## src/rtl/float_acc_12_if.sv

```systemverilog
// Term-in / sum-out bundle for float_acc_12. With FLOAT_ACC_OVF_FLAG_EN defined
// it also carries the per-window overflow/underflow flag ovf_o.
interface float_acc_12_if #(
  parameter int CNT_W = 10
);
  logic [11:0]      data_i;
  logic             valid_i;
  logic             last_i;
  logic             ready_o;
  logic [11:0]      sum_o;
  logic             sum_valid_o;
  logic             sum_ready_i;
  logic [CNT_W-1:0] term_cnt_o;
`ifdef FLOAT_ACC_OVF_FLAG_EN
  logic             ovf_o;
`endif

  modport slave (
    input  data_i, valid_i, last_i, sum_ready_i,
    output ready_o, sum_o, sum_valid_o, term_cnt_o
`ifdef FLOAT_ACC_OVF_FLAG_EN
    , output ovf_o
`endif
  );

  modport master (
    output data_i, valid_i, last_i, sum_ready_i,
    input  ready_o, sum_o, sum_valid_o, term_cnt_o
`ifdef FLOAT_ACC_OVF_FLAG_EN
    , input ovf_o
`endif
  );
endinterface

```

## src/rtl/float_acc_12.sv

```systemverilog
// Windowed accumulator for 12-bit floats (1/5/6, bias 15) feeding the activation
// stage. Optional sticky overflow flag ovf_o is enabled by FLOAT_ACC_OVF_FLAG_EN.
module float_acc_12 #(
  parameter int CNT_W = 10
) (
  input  logic           clk_i,
  input  logic           rst_n_i,
  float_acc_12_if.slave  bus
);

  typedef enum logic [1:0] {IDLE, ACC, HOLD} state_t;

  // Result in [11:0]; bit 12 flags saturation or a nonzero result flushed to zero.
  function automatic logic [12:0] round_sat(input logic sgn, input logic signed [7:0] e_in,
                                            input logic [6:0] mant, input logic grd);
    logic [7:0]        m8;
    logic signed [7:0] e;
    m8 = {1'b0, mant} + {7'd0, grd};
    e  = e_in;
    if (m8[7]) begin
      m8 = 8'h40;
      e  = e + 8'sd1;
    end
    if (m8[7:6] == 2'b00)   round_sat = 13'h000;
    else if (e < 8'sd1)     round_sat = {1'b1, 12'h000};
    else if (e > 8'sd31)    round_sat = {1'b1, sgn, 11'h7FF};
    else                    round_sat = {1'b0, sgn, e[4:0], m8[5:0]};
  endfunction

  function automatic logic [12:0] fadd(input logic [11:0] a, input logic [11:0] b);
    logic [11:0]       big, sml;
    logic [4:0]        d;
    logic [6:0]        sig_big, sig_sml, mant;
    logic [14:0]       sh;
    logic [8:0]        op_s;
    logic [9:0]        raw;
    logic [15:0]       wide;
    logic [3:0]        lz;
    logic              grd;
    logic signed [7:0] exp_s;
    fadd = 13'h000;
    if (a[10:6] == 5'd0 && b[10:6] == 5'd0) begin
      fadd = 13'h000;
    end else if (a[10:6] == 5'd0) begin
      fadd = {1'b0, b};
    end else if (b[10:6] == 5'd0) begin
      fadd = {1'b0, a};
    end else begin
      if (a[10:0] >= b[10:0]) begin
        big = a; sml = b;
      end else begin
        big = b; sml = a;
      end
      d       = big[10:6] - sml[10:6];
      sig_big = {1'b1, big[5:0]};
      sig_sml = {1'b1, sml[5:0]};
      // Aligned smaller operand as {int[6:0], guard, sticky}.
      sh      = {sig_sml, 8'd0} >> d;
      op_s    = (d > 5'd8) ? 9'd1 : {sh[14:8], sh[7], |sh[6:0]};
      if (big[11] == sml[11]) raw = {1'b0, sig_big, 2'b00} + {1'b0, op_s};
      else                    raw = {1'b0, sig_big, 2'b00} - {1'b0, op_s};
      exp_s = signed'({3'b000, big[10:6]});
      if (raw[9]) begin
        fadd = round_sat(big[11], exp_s + 8'sd1, raw[9:3], raw[2]);
      end else begin
        lz = 4'd0;
        for (int i = 0; i < 9; i++) if (raw[i]) lz = 4'(8 - i);
        wide        = {raw[8:0], 7'd0};
        {mant, grd} = wide[4'd15 - lz -: 8];
        fadd = round_sat(big[11], exp_s - signed'({4'd0, lz}), mant, grd);
      end
    end
  endfunction

  state_t           r_state, w_next;
  logic             r_ready;
  logic [11:0]      r_acc, r_sum;
  logic [CNT_W-1:0] r_cnt, r_term_cnt, w_cnt_inc;
  logic             r_sum_valid;
  logic             w_accept, w_last;
  logic [12:0]      w_fadd;

  assign w_accept  = bus.valid_i & r_ready;
  assign w_last    = w_accept & bus.last_i;
  assign w_fadd    = fadd(r_acc, bus.data_i);
  assign w_cnt_inc = (r_cnt == {CNT_W{1'b1}}) ? r_cnt : r_cnt + 1'b1;

  always_comb begin
    w_next = r_state;
    case (r_state)
      IDLE:    if (w_accept) w_next = bus.last_i ? HOLD : ACC;
      ACC:     if (w_last) w_next = HOLD;
      HOLD:    if (r_sum_valid && bus.sum_ready_i) w_next = IDLE;
      default: w_next = IDLE;
    endcase
  end

  always_ff @(posedge clk_i or negedge rst_n_i) begin
    if (!rst_n_i) begin
      r_state <= IDLE;
      r_ready <= 1'b0;
    end else begin
      r_state <= w_next;
      r_ready <= (w_next != HOLD);
    end
  end

  // Accumulate / result register stage
  always_ff @(posedge clk_i or negedge rst_n_i) begin
    if (!rst_n_i) begin
      r_acc       <= 12'h000;
      r_cnt       <= '0;
      r_sum       <= 12'h000;
      r_term_cnt  <= '0;
      r_sum_valid <= 1'b0;
    end else if (w_last) begin
      r_sum       <= w_fadd[11:0];
      r_term_cnt  <= w_cnt_inc;
      r_sum_valid <= 1'b1;
      r_acc       <= 12'h000;
      r_cnt       <= '0;
    end else if (w_accept) begin
      r_acc <= w_fadd[11:0];
      r_cnt <= w_cnt_inc;
    end else if (r_sum_valid && bus.sum_ready_i) begin
      r_sum_valid <= 1'b0;
    end
  end

`ifdef FLOAT_ACC_OVF_FLAG_EN
  logic r_ovf_win, r_ovf;

  always_ff @(posedge clk_i or negedge rst_n_i) begin
    if (!rst_n_i) begin
      r_ovf_win <= 1'b0;
      r_ovf     <= 1'b0;
    end else if (w_last) begin
      r_ovf     <= r_ovf_win | w_fadd[12];
      r_ovf_win <= 1'b0;
    end else if (w_accept) begin
      r_ovf_win <= r_ovf_win | w_fadd[12];
      if (r_state == IDLE) r_ovf <= 1'b0;
    end
  end

  assign bus.ovf_o = r_ovf;
`else
  logic w_unused_flag;
  assign w_unused_flag = w_fadd[12];
`endif

  assign bus.ready_o     = r_ready;
  assign bus.sum_o       = r_sum;
  assign bus.sum_valid_o = r_sum_valid;
  assign bus.term_cnt_o  = r_term_cnt;

endmodule

```

## src/flat_wrapper.sv

```systemverilog
// flat-port wrapper written by rule: the top's interface ports become plain ports
module float_acc_12_flat 
#(
  parameter int CNT_W = 10
)
  (clk_i, rst_n_i, bus_data_i, bus_valid_i, bus_last_i, bus_sum_ready_i, bus_ready_o, bus_sum_o, bus_sum_valid_o, bus_term_cnt_o);
  float_acc_12_if #(.CNT_W(CNT_W)) bus_i ();
  input  logic clk_i;
  input  logic rst_n_i;
  input wire logic [$bits(bus_i.data_i)-1:0] bus_data_i;
  input wire logic [$bits(bus_i.valid_i)-1:0] bus_valid_i;
  input wire logic [$bits(bus_i.last_i)-1:0] bus_last_i;
  input wire logic [$bits(bus_i.sum_ready_i)-1:0] bus_sum_ready_i;
  output wire logic [$bits(bus_i.ready_o)-1:0] bus_ready_o;
  output wire logic [$bits(bus_i.sum_o)-1:0] bus_sum_o;
  output wire logic [$bits(bus_i.sum_valid_o)-1:0] bus_sum_valid_o;
  output wire logic [$bits(bus_i.term_cnt_o)-1:0] bus_term_cnt_o;
  assign bus_i.data_i = bus_data_i;
  assign bus_i.valid_i = bus_valid_i;
  assign bus_i.last_i = bus_last_i;
  assign bus_i.sum_ready_i = bus_sum_ready_i;
  assign bus_ready_o = bus_i.ready_o;
  assign bus_sum_o = bus_i.sum_o;
  assign bus_sum_valid_o = bus_i.sum_valid_o;
  assign bus_term_cnt_o = bus_i.term_cnt_o;
  float_acc_12 #(.CNT_W(CNT_W)) u_core (.clk_i(clk_i), .rst_n_i(rst_n_i), .bus(bus_i));
endmodule
```

## config.mk

```make
export PLATFORM = sky130hd
export DESIGN_NAME = float_acc_12_flat
export DESIGN_NICKNAME = d
export VERILOG_FILES = /design/src/rtl/float_acc_12_if.sv /design/src/rtl/float_acc_12.sv /design/src/flat_wrapper.sv
export SDC_FILE = /design/constraint.sdc
export NUM_CORES = 1
export LEC_CHECK = 0
export BUFFER_PORTS_ARGS = -buffer_cell sky130_fd_sc_hd__buf_2
export CORE_MARGIN = 3
export CORE_UTILIZATION = 63
export CTS_CLUSTER_DIAMETER = 80
export DETAILED_ROUTE_END_ITERATION = 16
export PLACE_DENSITY = 0.83
export SYNTH_ARGS = -nofsm -noshare
export SYNTH_HDL_FRONTEND = slang
export SYNTH_SLANG_ARGS = --single-unit
```

## constraint.sdc

```tcl
create_clock -name clk_i -period 10.7 [get_ports clk_i]
set_input_delay 0.535 -clock clk_i [delete_from_list [all_inputs] [get_ports clk_i]]
set_output_delay 0.535 -clock clk_i [all_outputs]
set_load 0.03 [all_outputs]
```

==> flow_metrics.env, run 1 <==
export IMPL_grt_pass1_wl_mm=29.0
export IMPL_synth_cell_types=89
export IMPL_final_max_slew_viol_count=0
export IMPL_dpl_cell_area_sq_um=6130
export IMPL_grt_pass1_vias=5917
export IMPL_clkTransAtPathRegs_ps=100
export IMPL_yosys_warnings=0
export IMPL_grtUsageTotal_pct=34.4
export IMPL_busiest_layer="met2"
export IMPL_status="completed"
export IMPL_io_buffers=40
export IMPL_crit_slowest_cell="ha_2"
export IMPL_endpoint_kind="flip-flop"
export IMPL_min_period_ps=9800
export IMPL_io_pins=41
export IMPL_layout_commonest_cell="nand2_1"
export IMPL_async_reset_ff_share_pct=100
export IMPL_most_common_layout_cells="93 x nand2_1, 77 x o21ai_0, 70 x a21oi_1"
export IMPL_drive_gt1_share_pct=10.9
export IMPL_critPathArrivalTime_ps=9980
export IMPL_start_util_pct=66.2
export IMPL_path_class="flip-flop to flip-flop"
export IMPL_routed_wl_mm=18.0
export IMPL_htree_levels=2
export IMPL_synth_cell_area_sq_um=5920
export IMPL_area_growth_pct=6.09
export IMPL_cts_setup_buffers=0
export IMPL_antennaDiodeCount=0
export IMPL_rows=34
export IMPL_synth_seq_cells=48
export IMPL_cp_max_fo=28
export IMPL_tns_ps=0
export IMPL_finish_utilization_pct=70.3
export IMPL_layout_cells_non_filler=915
export IMPL_seqCellArea_sq_um=1200
export IMPL_core_region_area_sq_um=8930
export IMPL_cp_slowest_stage_delay_ps=680
export IMPL_ys_flop_type="dfrtp_1"
export IMPL_cpMostUsedCell="a21o_1"
export IMPL_grtUsageMet2_pct=53.4
export IMPL_dp_hpwl_mm=14.0
export IMPL_start_kind="flip-flop"
export IMPL_synth_fp_nets=845
export IMPL_fmax_mhz=102
export IMPL_drv_cap=0
export IMPL_grt_max_degree=49
export IMPL_ctsHoldBuffers=0
export IMPL_holdPathStages=2
export IMPL_worst_clock_skew_ps=5.99
export IMPL_drc=0
export IMPL_relSlewSlack_pct=28.3
export IMPL_worstMarginPinSlew_ps=1080
export IMPL_cts_tree="built"
export IMPL_hold_viol_final=0
export IMPL_synth_edf_count=0
export IMPL_holdCritPathClass="primary input to flip-flop"
export IMPL_yosysTopAreaCell="dfrtp_1"
export IMPL_antenna_found_initial=0
export IMPL_cts_buffers=5
export IMPL_ys_seq_area_share_pct=20.3
export IMPL_use_met3_pct=6.16
export IMPL_cts_resized=0
export IMPL_grt_use_met1_pct=47.2
export IMPL_clock_sinks=48
export IMPL_syn_avg_cell_area_sq_um=7.51
export IMPL_via_count=6332
export IMPL_root_buffer="clkbuf_8"
export IMPL_synth_area_leaders="dfrtp_1 20%, ha_1 8.0%, o21ai_0 6.5%, a21oi_1 5.9%, nand2_1 5.9%"
export IMPL_place_inst=907
export IMPL_synth_top_area_share_pct=20.3
export IMPL_multi_input_area_sq_um=4420
export IMPL_cp_required_ps=10880
export IMPL_design_area_sq_um=6280
export IMPL_dieArea_sq_um=10600
export IMPL_setup_viol=0
export IMPL_die_w_um=103
export IMPL_nNetsFinal=863
export IMPL_ff2ff_path_depth=31
export IMPL_period_share_pct=91.6
export IMPL_ant_nets=0
export IMPL_cts_path_max_buffers=2
export IMPL_dr_pass1_iters=6
export IMPL_grt_overflow=0
export IMPL_clock_latency_ps=310
export IMPL_gp_congestion=1.01
export IMPL_rsz0062_at_grt="no"
export IMPL_drt_initial_drc_count=629
export IMPL_chipHeight_um=103
export IMPL_drt_vias_per_instance=6.92
export IMPL_wl_per_cell_um=19.7
export IMPL_fillers=739
export IMPL_syn_inst=788
-- flip-flops by register name, summed over array words and instances, names as in the netlist --
name	flops
u_core.bus.sum_o	12
u_core.r_acc	12
u_core.bus.term_cnt_o	10
u_core.r_cnt	10
u_core.r_state	2
u_core.bus.ready_o	1
u_core.bus.sum_valid_o	1
-- cell usage after synthesis (all sizes together), types with 6 or more instances --
library cell / count
a211oi: 8
nand4: 8
buf: 7
mux2: 7
nor2: 66
o41ai: 6
o21ai: 84
a21o: 10
xnor2: 26
xor2: 19
a31oi: 15
o21a: 7
nand2: 95
and3: 12
ha: 38
and2: 11
clkbuf: 26
nor2b: 10
dfrtp: 48
nand3: 27
a21oi: 72
inv: 41
o31ai: 13
nor3: 16
mux2i: 22
o211ai: 11
o22ai: 9
-- cell type report --
| type | count | area share, % |
|---|---|---|
| tap | 108 | 2.15 |
| sequential | 48 | 19.1 |
| clock buffer | 5 | 1.10 |
| clock inverter | 3 | 1.10 |
| multi-input combinational | 666 | 70.4 |
| timing repair buffer | 44 | 3.67 |
| inverter | 41 | 2.45 |
-- per-stage QoR --
step                setup WS [ps]  hold slack [ps]
finish                        901              406
global route                  251              421
CTS                           619              408
detailed placement            407              468
global placement              784              442
floorplan                    1340              239
-- worst paths after layout --
path / start / to / slack (ps)
max: u_core.r_acc[6] / u_core.r_acc[0] / 900
min: bus_sum_ready_i / u_core.bus.sum_valid_o / 410
max reg2reg: u_core.r_acc[6] / u_core.r_acc[0] / 900
min reg2reg: u_core.bus.term_cnt_o[3] / u_core.bus.term_cnt_o[3] / 490
max in group asynchronous: rst_n_i / u_core.r_acc[4] / 9620
min in group asynchronous: rst_n_i / u_core.r_cnt[6] / 420
-- critical path, delay by kind of cell (launching register included) --
kind	cells	cell delay [ps]
fa+ha+maj	4	2100
buf+inv	3	710
flops	1	490
mux	1	150
xor+xnor	2	660
simple gates	4	1520
compound gates	17	4040
-- metal layers --
metal	share of wire (%)	routed length, um
met4	4.2	754
met3	9.1	1650
met5	0	0
met1	42	7480
met2	45	8140
-- logic make-up after synthesis --
family,Yosys count,synth area share [%]
simple gates,266,21.4
xor+xnor,45,6.91
mux,30,5.43
flops,48,20.3
compound gates,285,32.1
buf+inv,74,5.10
fa+ha+maj,40,8.71
Power of run 1 is not shown: default switching activity piles up to over one toggle a cycle in this logic, so the estimate is an artifact.
==> run 2: changes to the inputs <==
CORE_ASPECT_RATIO = 0.75   (was not set)
==> run 2 against run 1 <==
Net effect: sequential share of layout area is 0.24 points lower; critical path depth grew 4; global-route usage down 1.2 points; count of clock-buffer cells in the layout unchanged; cell area grew 1.3%; setup slack improved by 71 ps; die area grew 0.12%; sequential cell count unchanged; maximum frequency is 0.73% higher; clock skew grew 1.4 ps; critical path type unchanged; largest cell class unchanged.
==> flow_metrics.env, run 2 (same netlist as run 1, synthesis figures left out) <==
export IMPL_period_share_pct=90.9
export IMPL_cts_buffers=5
export IMPL_drt_initial_drc_count=1226
export IMPL_clock_sinks=48
export IMPL_rsz0062_at_grt="no"
export IMPL_grt_pass1_wl_mm=29.3
export IMPL_routed_wl_mm=18.4
export IMPL_worstMarginPinSlew_ps=1030
export IMPL_htree_levels=2
export IMPL_cts_path_max_buffers=2
export IMPL_root_buffer="clkbuf_16"
export IMPL_hold_viol_final=0
export IMPL_grtUsageMet2_pct=49.5
export IMPL_wl_per_cell_um=19.7
export IMPL_cts_tree="built"
export IMPL_grt_pass1_vias=5869
export IMPL_dieArea_sq_um=10600
export IMPL_cts_resized=0
export IMPL_grt_overflow=0
export IMPL_path_delay_family="compound AO/OA/AOI/OAI gates"
export IMPL_cp_slowest_stage_delay_ps=700
export IMPL_critPathArrivalTime_ps=9910
export IMPL_tns_ps=0
export IMPL_antenna_found_initial=0
export IMPL_cp_max_fo=28
export IMPL_ctsHoldBuffers=0
export IMPL_dr_pass1_iters=6
export IMPL_io_pins=41
export IMPL_nNetsFinal=864
export IMPL_cts_setup_buffers=0
export IMPL_reg2reg_slack_ps=970
export IMPL_start_kind="flip-flop"
export IMPL_area_growth_pct=7.46
export IMPL_worst_clock_skew_ps=7.34
export IMPL_crit_slowest_cell="ha_2"
export IMPL_cp_required_ps=10880
export IMPL_clock_latency_ps=300
export IMPL_crit_cells=35
export IMPL_grt_max_degree=49
export IMPL_ant_nets=0
export IMPL_fmax_mhz=103
export IMPL_place_inst=924
export IMPL_setup_viol=0
export IMPL_drc=0
export IMPL_drv_cap=0
export IMPL_chipHeight_um=89.9
export IMPL_path_class="flip-flop to flip-flop"
export IMPL_gp_congestion=1.01
export IMPL_start_util_pct=67.4
export IMPL_drt_vias_per_instance=6.95
export IMPL_rows=29
export IMPL_grt_use_met1_pct=47.6
export IMPL_clkTransAtPathRegs_ps=70
export IMPL_relSlewSlack_pct=31.1
export IMPL_path_buf_inv=4
export IMPL_layout_cells_non_filler=932
export IMPL_use_met3_pct=9.79
export IMPL_dp_hpwl_mm=14.1
export IMPL_r2r_end="u_core.bus.sum_o[0]"
export IMPL_seqCellArea_sq_um=1200
export IMPL_fillers=736
export IMPL_final_max_slew_viol_count=0
export IMPL_die_w_um=118
export IMPL_most_common_layout_cells="93 x nand2_1, 77 x o21ai_0, 70 x a21oi_1"
export IMPL_min_period_ps=9730
export IMPL_holdCritPathClass="primary input to asynchronous set/reset pin"
export IMPL_core_region_area_sq_um=8780
export IMPL_io_buffers=40
export IMPL_timing_rr_start="u_core.r_acc[6]"
export IMPL_via_count=6475
export IMPL_cpMostUsedCell="a21oi_1"
export IMPL_busiest_layer="met2"
export IMPL_status="completed"
export IMPL_endpoint_kind="flip-flop"
export IMPL_grtUsageTotal_pct=33.1
export IMPL_layout_commonest_cell="nand2_1"
export IMPL_ff2ff_path_depth=35
export IMPL_antennaDiodeCount=0
export IMPL_multi_input_area_sq_um=4420
export IMPL_drive_gt1_share_pct=10.9
## run 2: how the worst max path moves through the flow
stage | from | endpoint | slack (ps)
global placement | bus_data_i[6] | u_core.bus.sum_o[0] | 1090
floorplan | bus_data_i[6] | u_core.bus.sum_o[0] | 1340
CTS | u_core.r_acc[6] | u_core.bus.sum_o[0] | 990
global route | u_core.r_acc[8] | u_core.bus.sum_o[0] | 210
detailed placement | bus_data_i[6] | u_core.bus.sum_o[0] | 810
finish | u_core.r_acc[6] | u_core.bus.sum_o[0] | 970
## run 2: cell type report
cell class	instances	share of cell area, %
multi-input cells	666	69.5
flip-flops and latches	48	18.9
repair buffers	45	3.74
well taps	124	2.44
inverters	41	2.42
clock buffers	5	1.97
clock inverters	3	1.08
## run 2: layer usage
metal	wire length (um)	share of wire, %	vias up
li1	-	-	2940
met5	0	0	-
met3	2260	12	70
met4	410	2.2	0
met1	7970	43	3029
met2	7720	42	436
## run 2: metrics by stage
step	util, %	setup WS (ps)	hold WS, ps	cell area, sq um
finish	72.4	973	416	6360
floorplan	-	1340	239	5920
CTS	72.4	994	440	6360
detailed placement	70.2	811	448	6160
global placement	70.2	1090	444	6160
global route	72.4	214	445	6360
Power of run 2 is left out for the same reason.
==> run 3: changes to the inputs <==
CORE_MARGIN = 2   (was 3)
==> run 3 against run 2 <==
Net effect: utilization down 2.4 points; non-clock buffer count is the same; cell area is essentially flat; clock skew hardly changed; routed wire length up 1.7%; maximum frequency down 2.0%; worst hold slack gained 2.8 ps; critical path type unchanged; highest routed layer unchanged.
==> flow_metrics.env, run 3 (same netlist as run 1, synthesis figures left out) <==
export IMPL_path_buf_inv=3
export IMPL_wl_per_cell_um=20.0
export IMPL_grt_max_degree=49
export IMPL_dieArea_sq_um=10200
export IMPL_crit_slowest_cell="ha_2"
export IMPL_start_util_pct=65.1
export IMPL_area_growth_pct=7.55
export IMPL_timing_rr_start="u_core.r_acc[6]"
export IMPL_drt_vias_per_instance=6.91
export IMPL_worst_clock_skew_ps=7.24
export IMPL_clkTransAtPathRegs_ps=70
export IMPL_holdCritPathClass="primary input to flip-flop"
export IMPL_min_period_ps=9920
export IMPL_cts_setup_buffers=0
export IMPL_cpMostUsedCell="a21oi_1"
export IMPL_endpoint_kind="flip-flop"
export IMPL_via_count=6469
export IMPL_r2r_end="u_core.bus.sum_o[0]"
export IMPL_grt_pass1_vias=5845
export IMPL_post_place_ws_ps=685
export IMPL_core_region_area_sq_um=9080
export IMPL_rsz0062_at_grt="no"
export IMPL_most_common_layout_cells="93 x nand2_1, 77 x o21ai_0, 70 x a21oi_1"
export IMPL_drc=0
export IMPL_crit_cells=34
export IMPL_hold_viol_final=0
export IMPL_dr_pass1_iters=6
export IMPL_cp_required_ps=10860
export IMPL_rows=30
export IMPL_ff2ff_path_depth=34
export IMPL_place_inst=928
export IMPL_tns_ps=0
export IMPL_drt_initial_drc_count=907
export IMPL_startpoint="u_core.r_acc[6]"
export IMPL_layout_commonest_cell="nand2_1"
export IMPL_root_buffer="clkbuf_16"
export IMPL_die_w_um=116
export IMPL_fmax_mhz=101
export IMPL_antenna_found_initial=0
export IMPL_clock_sinks=48
export IMPL_clock_latency_ps=300
export IMPL_htree_levels=2
export IMPL_cts_tree="built"
export IMPL_nNetsFinal=864
export IMPL_critical_path_endpoint="u_core.bus.sum_o[0]"
export IMPL_cts_path_max_buffers=2
export IMPL_busiest_layer="met2"
export IMPL_layout_cells_non_filler=936
export IMPL_io_buffers=40
export IMPL_critPathArrivalTime_ps=10090
export IMPL_path_class="flip-flop to flip-flop"
export IMPL_path_delay_family="compound AO/OA/AOI/OAI gates"
export IMPL_drv_cap=0
export IMPL_ant_nets=0
export IMPL_start_kind="flip-flop"
export IMPL_final_max_slew_viol_count=0
export IMPL_grt_use_met1_pct=51.9
export IMPL_setup_ws_ps=777
export IMPL_relSlewSlack_pct=28.9
export IMPL_cts_buffers=5
export IMPL_dp_hpwl_mm=14.2
export IMPL_grtUsageTotal_pct=36.9
export IMPL_routed_wl_mm=18.7
export IMPL_drive_gt1_share_pct=10.9
export IMPL_cp_slowest_stage_delay_ps=680
export IMPL_status="completed"
export IMPL_reg2reg_slack_ps=780
export IMPL_chipHeight_um=87.9
export IMPL_grtUsageMet2_pct=54.0
export IMPL_cp_max_fo=28
export IMPL_hold_start="bus_sum_ready_i"
export IMPL_grt_pass1_wl_mm=29.7
export IMPL_antennaDiodeCount=0
export IMPL_use_met3_pct=13.4
export IMPL_period_share_pct=92.7
export IMPL_setup_viol=0
export IMPL_finish_utilization_pct=70.1
export IMPL_gp_congestion=1.09
export IMPL_grt_overflow=0
export IMPL_io_pins=41
export IMPL_worstMarginPinSlew_ps=1070
==> run 3: cell counts in the layout (fill, tap and decap cells not counted) <==
Identical to the previous run, type by type.
==> run 3: layout make-up <==
cell class	instances	area (sq um)
multi-input combinational	666	4420
sequential	48	1200
fill	792	2720
tap	128	160
clock inverter	3	68.8
timing repair buffer	45	238
clock buffer	5	125
inverter	41	154
==> run 3: worst min-delay path by stage <==
stage / endpoint / cells past startpoint / slack, ps
finish: u_core.bus.sum_valid_o / 2 / 420
global route: u_core.bus.sum_valid_o / 2 / 430
CTS: u_core.bus.sum_valid_o / 2 / 410
detailed placement: u_core.bus.term_cnt_o[8] / 2 / 460
global placement: u_core.r_state[0] / 1 / 440
floorplan: u_core.bus.ready_o / 0 / 240
==> run 3: worst reg2reg max path, delay by kind of cell (launching register included) <==
family                   cells  cell delay (ps)
AND/OR/NAND/NOR              4             1060
multiplexers                 1              140
flip-flops                   1              480
adder cells (fa/ha/maj)      5             2210
AO/OA/AOI/OAI               19             4670
buffers and inverters        3              580
XOR/XNOR                     2              620
==> run 3: per-stage QoR <==
step	cell area (sq um)	hold slack, ps
after floorplan	5920	239
after global placement	6170	444
after detailed placement	6170	463
after CTS	6360	414
after global routing	6360	429
final	6360	419
==> run 3: layer usage <==
metal,wire (um),vias up
met3,2310,70
met1,8090,3033
met2,7800,427
met4,467,0
li1,-,2939
met5,0,-
==> run 3: what timing repair did <==
item                       in CTS  in global routing
gates resized for setup         0                  1
setup endpoints to repair       0                  2
hold buffers                    0                  0
Power of run 3 is left out for the same reason.
